<file path="src/rtl/rot_pkg.sv">
// Shared types for the LED rotation sequencer: FSM state encoding and direction constants.
package rot_pkg;

  typedef enum logic [1:0] {
    ST_IDLE = 2'd0,
    ST_RUN  = 2'd1,
    ST_DONE = 2'd2
  } rot_state_e;

  localparam logic DIR_LEFT  = 1'b1;
  localparam logic DIR_RIGHT = 1'b0;

endpackage

</file>
<file path="src/rtl/rot_step.sv">
// One-position rotate of a WIDTH-bit pattern; left moves bit i to i+1 with MSB wrapping to bit 0.
module rot_step
  import rot_pkg::*;
#(
  parameter int WIDTH = 10
) (
  input  logic [WIDTH-1:0] din_i,
  input  logic             dir_i,
  output logic [WIDTH-1:0] dout_o
);

  always_comb begin
    if (dir_i == DIR_LEFT) dout_o = {din_i[WIDTH-2:0], din_i[WIDTH-1]};
    else                   dout_o = {din_i[0], din_i[WIDTH-1:1]};
  end

endmodule

</file>
<file path="src/rtl/rotate_sequencer.sv">
// Timed rotate-step sequencer for the LED path. Define ROT_BOUNCE_EN to make the
// direction ping-pong after every WIDTH-1 consecutive steps instead of wrapping.
module rotate_sequencer
  import rot_pkg::*;
#(
  parameter int WIDTH = 10,
  parameter int DIV_W = 26,
  parameter int CNT_W = 8,
  parameter int POS_W = 4
) (
  input  logic             CLK,
  input  logic             RST_N,
  input  logic             load,
  input  logic [WIDTH-1:0] pattern_in,
  input  logic             start,
  input  logic             stop,
  input  logic             dir,
  input  logic [CNT_W-1:0] steps,
  input  logic [DIV_W-1:0] period,
  output logic [WIDTH-1:0] pattern,
  output logic             busy,
  output logic             step_pulse,
  output logic             done,
  output logic [POS_W-1:0] pos,
  output logic             cur_dir
);

  rot_state_e       state_q, state_d;
  logic [WIDTH-1:0] pattern_q, pattern_d, rot_pattern;
  logic [POS_W-1:0] pos_q, pos_d, pos_step;
  logic [DIV_W-1:0] div_q, div_d, period_q, period_d;
  logic [CNT_W-1:0] cnt_q, cnt_d, steps_q, steps_d;
  logic             cur_dir_q, cur_dir_d;
  logic             step_pulse_q, step_pulse_d;
  logic             start_acc, count_hit, step_en;
`ifdef ROT_BOUNCE_EN
  logic [POS_W-1:0] bounce_q, bounce_d;
`endif

  rot_step #(.WIDTH(WIDTH)) u_rot_step (
    .din_i  (pattern_q),
    .dir_i  (cur_dir_q),
    .dout_o (rot_pattern)
  );

  // load beats stop beats start; a reached count parks the run for its DONE cycle
  assign start_acc = !load && !stop && start && (state_q == ST_IDLE);
  assign count_hit = (steps_q != '0) && (cnt_q == steps_q);
  assign step_en   = !load && !stop && !count_hit && (state_q == ST_RUN) && (div_q == period_q);

  always_comb begin
    if (cur_dir_q == DIR_LEFT) pos_step = (pos_q == POS_W'(WIDTH-1)) ? '0 : pos_q + 1'b1;
    else                       pos_step = (pos_q == '0) ? POS_W'(WIDTH-1) : pos_q - 1'b1;
  end

  // FSM: state register
  always_ff @(posedge CLK or negedge RST_N) begin
    if (!RST_N) state_q <= ST_IDLE;
    else        state_q <= state_d;
  end

  // FSM: next state
  always_comb begin
    state_d = state_q;
    if (load) begin
      state_d = ST_IDLE;
    end else begin
      case (state_q)
        ST_IDLE: if (start_acc) state_d = ST_RUN;
        ST_RUN: begin
          if (stop)           state_d = ST_IDLE;
          else if (count_hit) state_d = ST_DONE;
        end
        ST_DONE: state_d = ST_IDLE;
        default: state_d = ST_IDLE;
      endcase
    end
  end

  // FSM: outputs
  always_comb begin
    busy = (state_q == ST_RUN);
    done = (state_q == ST_DONE);
  end

  always_comb begin
    pattern_d    = pattern_q;
    pos_d        = pos_q;
    div_d        = div_q;
    cnt_d        = cnt_q;
    steps_d      = steps_q;
    period_d     = period_q;
    cur_dir_d    = cur_dir_q;
    step_pulse_d = step_en;
`ifdef ROT_BOUNCE_EN
    bounce_d     = bounce_q;
`endif
    if (load) begin
      pattern_d = pattern_in;
      pos_d     = '0;
      div_d     = '0;
      cnt_d     = '0;
    end else if (start_acc) begin
      cur_dir_d = dir;
      steps_d   = steps;
      period_d  = period;
      div_d     = '0;
      cnt_d     = '0;
`ifdef ROT_BOUNCE_EN
      bounce_d  = '0;
`endif
    end else if (step_en) begin
      pattern_d = rot_pattern;
      pos_d     = pos_step;
      div_d     = '0;
      cnt_d     = cnt_q + 1'b1;
`ifdef ROT_BOUNCE_EN
      if (bounce_q == POS_W'(WIDTH-2)) begin
        bounce_d  = '0;
        cur_dir_d = ~cur_dir_q;
      end else begin
        bounce_d  = bounce_q + 1'b1;
      end
`endif
    end else if (state_q == ST_RUN && !stop && !count_hit) begin
      div_d = div_q + 1'b1;
    end
  end

  always_ff @(posedge CLK or negedge RST_N) begin
    if (!RST_N) begin
      pattern_q    <= '0;
      pos_q        <= '0;
      div_q        <= '0;
      cnt_q        <= '0;
      steps_q      <= '0;
      period_q     <= '0;
      cur_dir_q    <= 1'b0;
      step_pulse_q <= 1'b0;
`ifdef ROT_BOUNCE_EN
      bounce_q     <= '0;
`endif
    end else begin
      pattern_q    <= pattern_d;
      pos_q        <= pos_d;
      div_q        <= div_d;
      cnt_q        <= cnt_d;
      steps_q      <= steps_d;
      period_q     <= period_d;
      cur_dir_q    <= cur_dir_d;
      step_pulse_q <= step_pulse_d;
`ifdef ROT_BOUNCE_EN
      bounce_q     <= bounce_d;
`endif
    end
  end

  assign pattern    = pattern_q;
  assign pos        = pos_q;
  assign step_pulse = step_pulse_q;
  assign cur_dir    = cur_dir_q;

endmodule

</file>
<file path="config.mk">
export PLATFORM = sky130hd
export DESIGN_NAME = rotate_sequencer
export DESIGN_NICKNAME = d
export VERILOG_FILES = /design/src/rtl/rot_pkg.sv /design/src/rtl/rot_step.sv /design/src/rtl/rotate_sequencer.sv
export SDC_FILE = /design/constraint.sdc
export NUM_CORES = 1
export LEC_CHECK = 0
export CAP_MARGIN = 20
export CORE_UTILIZATION = 55
export DETAILED_ROUTE_END_ITERATION = 7
export GPL_ROUTABILITY_DRIVEN = 0
export PLACE_DENSITY = 0.77
export SYNTH_ARGS = -nofsm -noshare
export SYNTH_HDL_FRONTEND = slang
export SYNTH_SLANG_ARGS = --single-unit
</file>
<file path="constraint.sdc">
create_clock -name CLK -period 2.3 [get_ports CLK]
set_input_delay 0.23 -clock CLK [delete_from_list [all_inputs] [get_ports CLK]]
set_output_delay 0.23 -clock CLK [all_outputs]
set_load 0.1 [all_outputs]
</file>
## Yosys cells after proc, flatten, opt, wreduce, memory -nomap -nowiden

Index checks and enable logic that the tools add are counted.

| word-level totals | value |
|---|---|
| logic and storage cells | 65 |
| input bits | 50 |
| bits in registers | 86 |
| output and inout bits | 18 |

| cells by class | value |
|---|---|
| reductions and logical operators | 21 |
| bitwise logic cells | 1 |
| muxes and demuxes | 22 |
| equality and inequality tests | 8 |
| $add $sub $neg | 4 |

Operators with widths:

| operator | number |
|---|---|
| $mux W26 | 4 |
| $mux W10 | 4 |
| $add A26 B1 Y26 const B | 1 |
| $eq A26 B26 Y1 | 1 |
| $mux W4 | 6 |
| $mux W8 | 3 |
| $logic_and A1 B1 Y1 | 9 |
| $add A8 B1 Y8 const B | 1 |
| $eq A8 B8 Y1 | 1 |
| $mux W2 | 4 |
| $reduce_bool A8 Y1 | 1 |
| $reduce_and A2 Y1 | 3 |
| $add A4 B1 Y4 const B | 1 |
| $eq A4 B4 Y1 const B | 1 |
| $logic_not A4 Y1 | 1 |
| $ne A4 B3 Y1 const B | 1 |
| $pmux W2 S2 | 1 |
| $reduce_bool A4 Y1 | 1 |
| $sub A4 B1 Y4 const B | 1 |
| $logic_not A1 Y1 | 3 |
| $ne A3 B3 Y1 const B | 1 |
| $reduce_bool A3 Y1 | 1 |
| $eq A2 B1 Y1 const B | 1 |
| $eq A2 B2 Y1 const B | 1 |
| 4 further kinds | 4 |

## Depth between registers and ports, before layout

| logic depth | value |
|---|---|
| depth in word-level cells | 9 |
| mapped depth | 8 |
| gate-level depth less buffers | 7 |

## By module

Synthesis repeated with hierarchy kept, for this count alone.

| unflattened totals | value |
|---|---|
| cell total of the unflattened synthesis | 435 |
| area, all modules | 4578.1 sq um |

By module, submodules not included:

| module | seq. area each (sq um) | times used | cells each | area an instance (sq um) |
|---|---|---|---|---|
| rotate_sequencer | 2152.1 | 1 | 424 | 4416.7 |
| rot_step | 0.0 | 1 | 11 | 161.4 |

## Worst setup path before layout

OpenSTA, ideal clock, no wires.

| timing | value |
|---|---|
| kind | reg2reg |
| start | register pos_q[1], in the netlist pos[1] |
| end | register pos_q[3], in the netlist pos[3] |
| setup time | 0.122 ns |
| path slack | 0.127 ns |
| data arrival time | 2.052 ns |
| required time | 2.178 ns |
| path buffers | 0 |
| clock period less this slack | 2.173 ns |
| stages on the path, launching flop included | 7 |
| path through | dfrtp_1 > inv_1 > ha_1 > a21oi_1 > nor2_1 > o21a_1 > a2111oi_1 |

| between the ends | value |
|---|---|
| word-level cells in the longest chain between the ends | 6 |
| elaborated cells on any way between the ends | 10 |
| those cells by class | add/sub (2); eq/ne (1); mux (6); reduce/logical (1) |

Ends and longest elaborated chain:

| element | line | text |
|---|---|---|
| start, declared | rotate_sequencer.sv:30 | `logic [POS_W-1:0] pos_q, pos_d, pos_step;` |
| start signal, assigned | rotate_sequencer.sv:145 | `pos_q <= pos_d;` |
| $sub A4 B1 Y4, or another cell as far along | rotate_sequencer.sv:53 | `else pos_step = (pos_q == '0) ? POS_W'(WIDTH-1) : pos_q - 1'b1;` |
| $mux W4, on equally long branches | rotate_sequencer.sv:53, rotate_sequencer.sv:52 |  |
| $mux W4 * | rotate_sequencer.sv:52 | `if (cur_dir_q == DIR_LEFT) pos_step = (pos_q == POS_W'(WIDTH-1)) ? '0 : pos_q + 1'b1;` |
| $mux W4 * | rotate_sequencer.sv:112 | `end else if (step_en) begin` |
| $mux W4 * | rotate_sequencer.sv:103 | `end else if (start_acc) begin` |
| $mux W4 * | rotate_sequencer.sv:98 | `if (load) begin` |

Every way passes the cells marked *; elsewhere a longest branch is shown, timed or not. The select of a mux whose other input is x is not followed.
A chain may end at the register's enable or synchronous reset.

## Final worst setup path

| timing | value |
|---|---|
| start | register div_q[17] |
| end | register cnt_q[5] |

| between the ends | value |
|---|---|
| word-level cells in the longest chain between the ends | 3 |

Ends and longest elaborated chain:

| element | line | text |
|---|---|---|
| start, declared | rotate_sequencer.sv:31 | `logic [DIV_W-1:0] div_q, div_d, period_q, period_d;` |
| start signal, assigned | rotate_sequencer.sv:146 | `div_q <= div_d;` |
| $eq A26 B26 Y1 | rotate_sequencer.sv:49 | `assign step_en = !load && !stop && !count_hit && (state_q == ST_RUN) && (div_q == period_q);` |
| $logic_and A1 B1 Y1 | rotate_sequencer.sv:49 |  |
| $reduce_bool A3 Y1 (no line) | - |  |
| end signal, assigned | rotate_sequencer.sv:147 | `cnt_q <= cnt_d;` |
| end, declared | rotate_sequencer.sv:32 | `logic [CNT_W-1:0] cnt_q, cnt_d, steps_q, steps_d;` |

No other way between the ends.

==> metrics.csv <==
metric,value,unit
tightestPinTransition,0.745,ns
synth_area,4760,µm²
via_per_inst,6.12,
worstPathRequired,2.57,ns
cts_tree,done,
die_width,95,µm
ys_warn_count,0,
grt_pass1_wl,18300,µm
clk_pin_slew,0.09,ns
yosysTopAreaCell,dfrtp_1,
routedWlPerCell,17.3,µm
cts-buffers-inserted,9,
ys_top_cells_by_area,"dfrtp_1, mux2_2, xor2_1, o31ai_1, or4_1",
met3_usage,5.15,%
coreArea,8300,µm²
pin_count,68,
fin_nets,596,
vdd_drop_max,0.395,mV
fmaxAchievable,458,MHz
syn_area_per_cell,10.3,µm²
dieArea,9030,µm²
clockRootBuffer,clkbuf_8,
ys_ff_latch,86,
maxSlewHeadroom,50.4,%
cp_max_fo,9,
rsz0062_at_grt,no,
synth_top_area_share,45.2,%
status,"finished, final reports clean",
grt_pass1_vias,3808,
critPathKind,register to register,
clk_path_buf_depth,2,
post-route-drc-count,0,
cp_slowest_cell,or4_1,
clock_latency,0.35,ns
start_util,57.3,%
setup.worst_path.end_class,register,
finalSetupViolCount,0,
finalCritPeriodShare,95.0,%
p_total,0.00366,W
top_usage_layer,met2,
post-route-min-period,2.18,ns
fin_setup_tns,0,ns
critPathArrivalTime,2.45,ns
dr_total_vias,3976,
fill_cells,617,
grt_overflow,0,
postRouteAntennaNets,0,
grt_use_met2,43.5,%
yosysSeqAreaShare,45.2,%
antenna_found_initial,0,
h-tree-depth,3,
async_reset_ff_share,100,%
path_cells,xor2_1 -> nor4_1 -> nand4_1 -> buf_4 -> or4_1 -> mux2i_1,
routed_wl,11200,µm
power_density,619,nW/µm²
numClockSinks,86,
rows,33,
post_cts_buffers,0,
start_kind,register,
synth_cell_types,50,
grt_use_met1,35.2,%
leakage,2.45,nW
drive_above_1_share,23.3,%
drt_iter0_drc,148,
synth_edf_count,0,
finalClockSkew,0.00710,ns
hold_violations,0,
ys.flop_type,dfrtp_1,
crit_family,simple AND/OR/NAND/NOR gates,
dpl.hpwl,7760,µm
portBuffers,67,
syn_inst,461,
die_h,95,µm
path_buf_inv,1,
final_max_slew_viol_count,0,
maxCapViolations,0,
track_usage,26.2,%
dr.pass1.iters,4,
insertedDiodeCount,0,
max_stage_delay,0.54,ns
grt_max_degree,50,
hp-class,input pin to async pin,
syn_to_final_growth,24.4,%
synth_nets,516,
==> final cells by class <==
type | count | area, µm² | share of cell area (%)
Clock inverter | 4 | 47.5 | 0.804
Inverter | 6 | 22.5 | 0.381
Multi-Input combinational cell | 336 | 2460 | 41.5
Tap cell | 105 | 131 | 2.22
Sequential cell | 86 | 2150 | 36.4
Clock buffer | 11 | 141 | 2.39
Timing Repair Buffer | 102 | 963 | 16.3
==> metal layers <==
layer / part of all wire, % / vias to the layer above
li1: - / 1894
met1: 44 / 1959
met5: 0 / -
met3: 5.7 / 6
met2: 50 / 117
met4: 0.78 / 0
==> Yosys cell counts (3+ instances only) <==
| cell type | instances |
|---|---|
| nor3_1 | 6 |
| nor2_1 | 10 |
| dfrtp_1 | 86 |
| inv_1 | 6 |
| clkbuf_1 | 20 |
| xor2_1 | 34 |
| a31oi_1 | 12 |
| o21ai_0 | 7 |
| buf_4 | 3 |
| nand2_1 | 37 |
| nand3_1 | 11 |
| nand4_1 | 10 |
| and3_1 | 6 |
| a21oi_1 | 29 |
| buf_2 | 8 |
| nor2b_1 | 3 |
| or3_1 | 16 |
| mux2_2 | 45 |
| nor4_1 | 21 |
| mux2i_1 | 6 |
| ha_1 | 5 |
| or4_1 | 20 |
| o31ai_1 | 29 |
==> logic make-up (layout without fill, tap and decap cells) <==
kind of cell | after synthesis | after routing | share of synthesized area, %
fa+ha+maj | 5 | 5 | 1.32
xor+xnor | 35 | 35 | 6.44
compound gates | 92 | 92 | 12.8
buf+inv | 39 | 123 | 3.68
simple gates | 153 | 153 | 18.6
flops | 86 | 86 | 45.2
mux | 51 | 51 | 11.9
==> cell usage in the layout, fill, tap and decap left out, types with 3 or more instances in the layout <==
| cell type | netlist | layout |
|---|---|---|
| clkbuf_8 | 0 | 10 |
| nor2b_1 | 3 | 3 |
| nor2_1 | 10 | 10 |
| ha_1 | 5 | 5 |
| a31oi_1 | 12 | 12 |
| o31ai_1 | 29 | 29 |
| buf_4 | 3 | 47 |
| nor3_1 | 6 | 6 |
| dfrtp_1 | 86 | 84 |
| or4_1 | 20 | 20 |
| nand4_1 | 10 | 10 |
| and3_1 | 6 | 5 |
| buf_12 | 0 | 6 |
| nand2_1 | 37 | 36 |
| or3_1 | 16 | 16 |
| xor2_1 | 34 | 34 |
| nor4_2 | 2 | 4 |
| mux2_2 | 45 | 45 |
| o21ai_0 | 7 | 7 |
| inv_1 | 6 | 6 |
| clkdlybuf4s50_1 | 0 | 48 |
| nor4_1 | 21 | 19 |
| mux2i_1 | 6 | 6 |
| nand3_1 | 11 | 11 |
| a21oi_1 | 29 | 29 |
==> flip-flops by register name, summed over array words and instances, names as in the netlist <==
register / count
div_q: 26
period_q: 26
pattern: 10
cnt_q: 8
steps_q: 8
pos: 4
state_q: 2
cur_dir: 1
step_pulse: 1
==> final timing paths <==
path	start	endpoint	slack, ns	cells after the start
max in group asynchronous	RST_N	period_q[1]	1.28	3
hold / removal	RST_N	pattern[9]	0.38	2
setup reg to reg	div_q[17]	cnt_q[5]	0.12	6
setup / recovery	div_q[17]	cnt_q[5]	0.12	6
hold reg to reg	period_q[16]	period_q[16]	0.53	1
min in group CLK	pattern_in[9]	pattern[9]	0.43	3
==> where the power goes <==
group          internal (W)  switching, W
clock              0.000523      0.000539
combinational      0.000377      0.000402
sequential          0.00167      0.000155
==> timing repair <==
item	4_1_cts	5_1_grt
resized for setup	0	8
setup endpoints to repair	0	11
hold endpoints to repair	37	0
hold buffers	1	0
==> stage by stage <==
stage / std cells / hold slack (ns) / util [%] / setup slack [ns] / area (µm²)
6_report: 650 / 0.382 / 71.3 / 0.116 / 5920
3_3_place_gp: 634 / 0.231 / 68.6 / 0.139 / 5690
5_1_grt: 650 / 0.447 / 71.3 / 0.00316 / 5920
4_1_cts: 650 / 0.397 / 71.0 / 0.0339 / 5890
2_1_floorplan: 461 / -0.0656 / - / 0.127 / 4760
3_5_place_dp: 634 / 0.237 / 68.6 / 0.0450 / 5690
(Power assumes the default switching activity.)
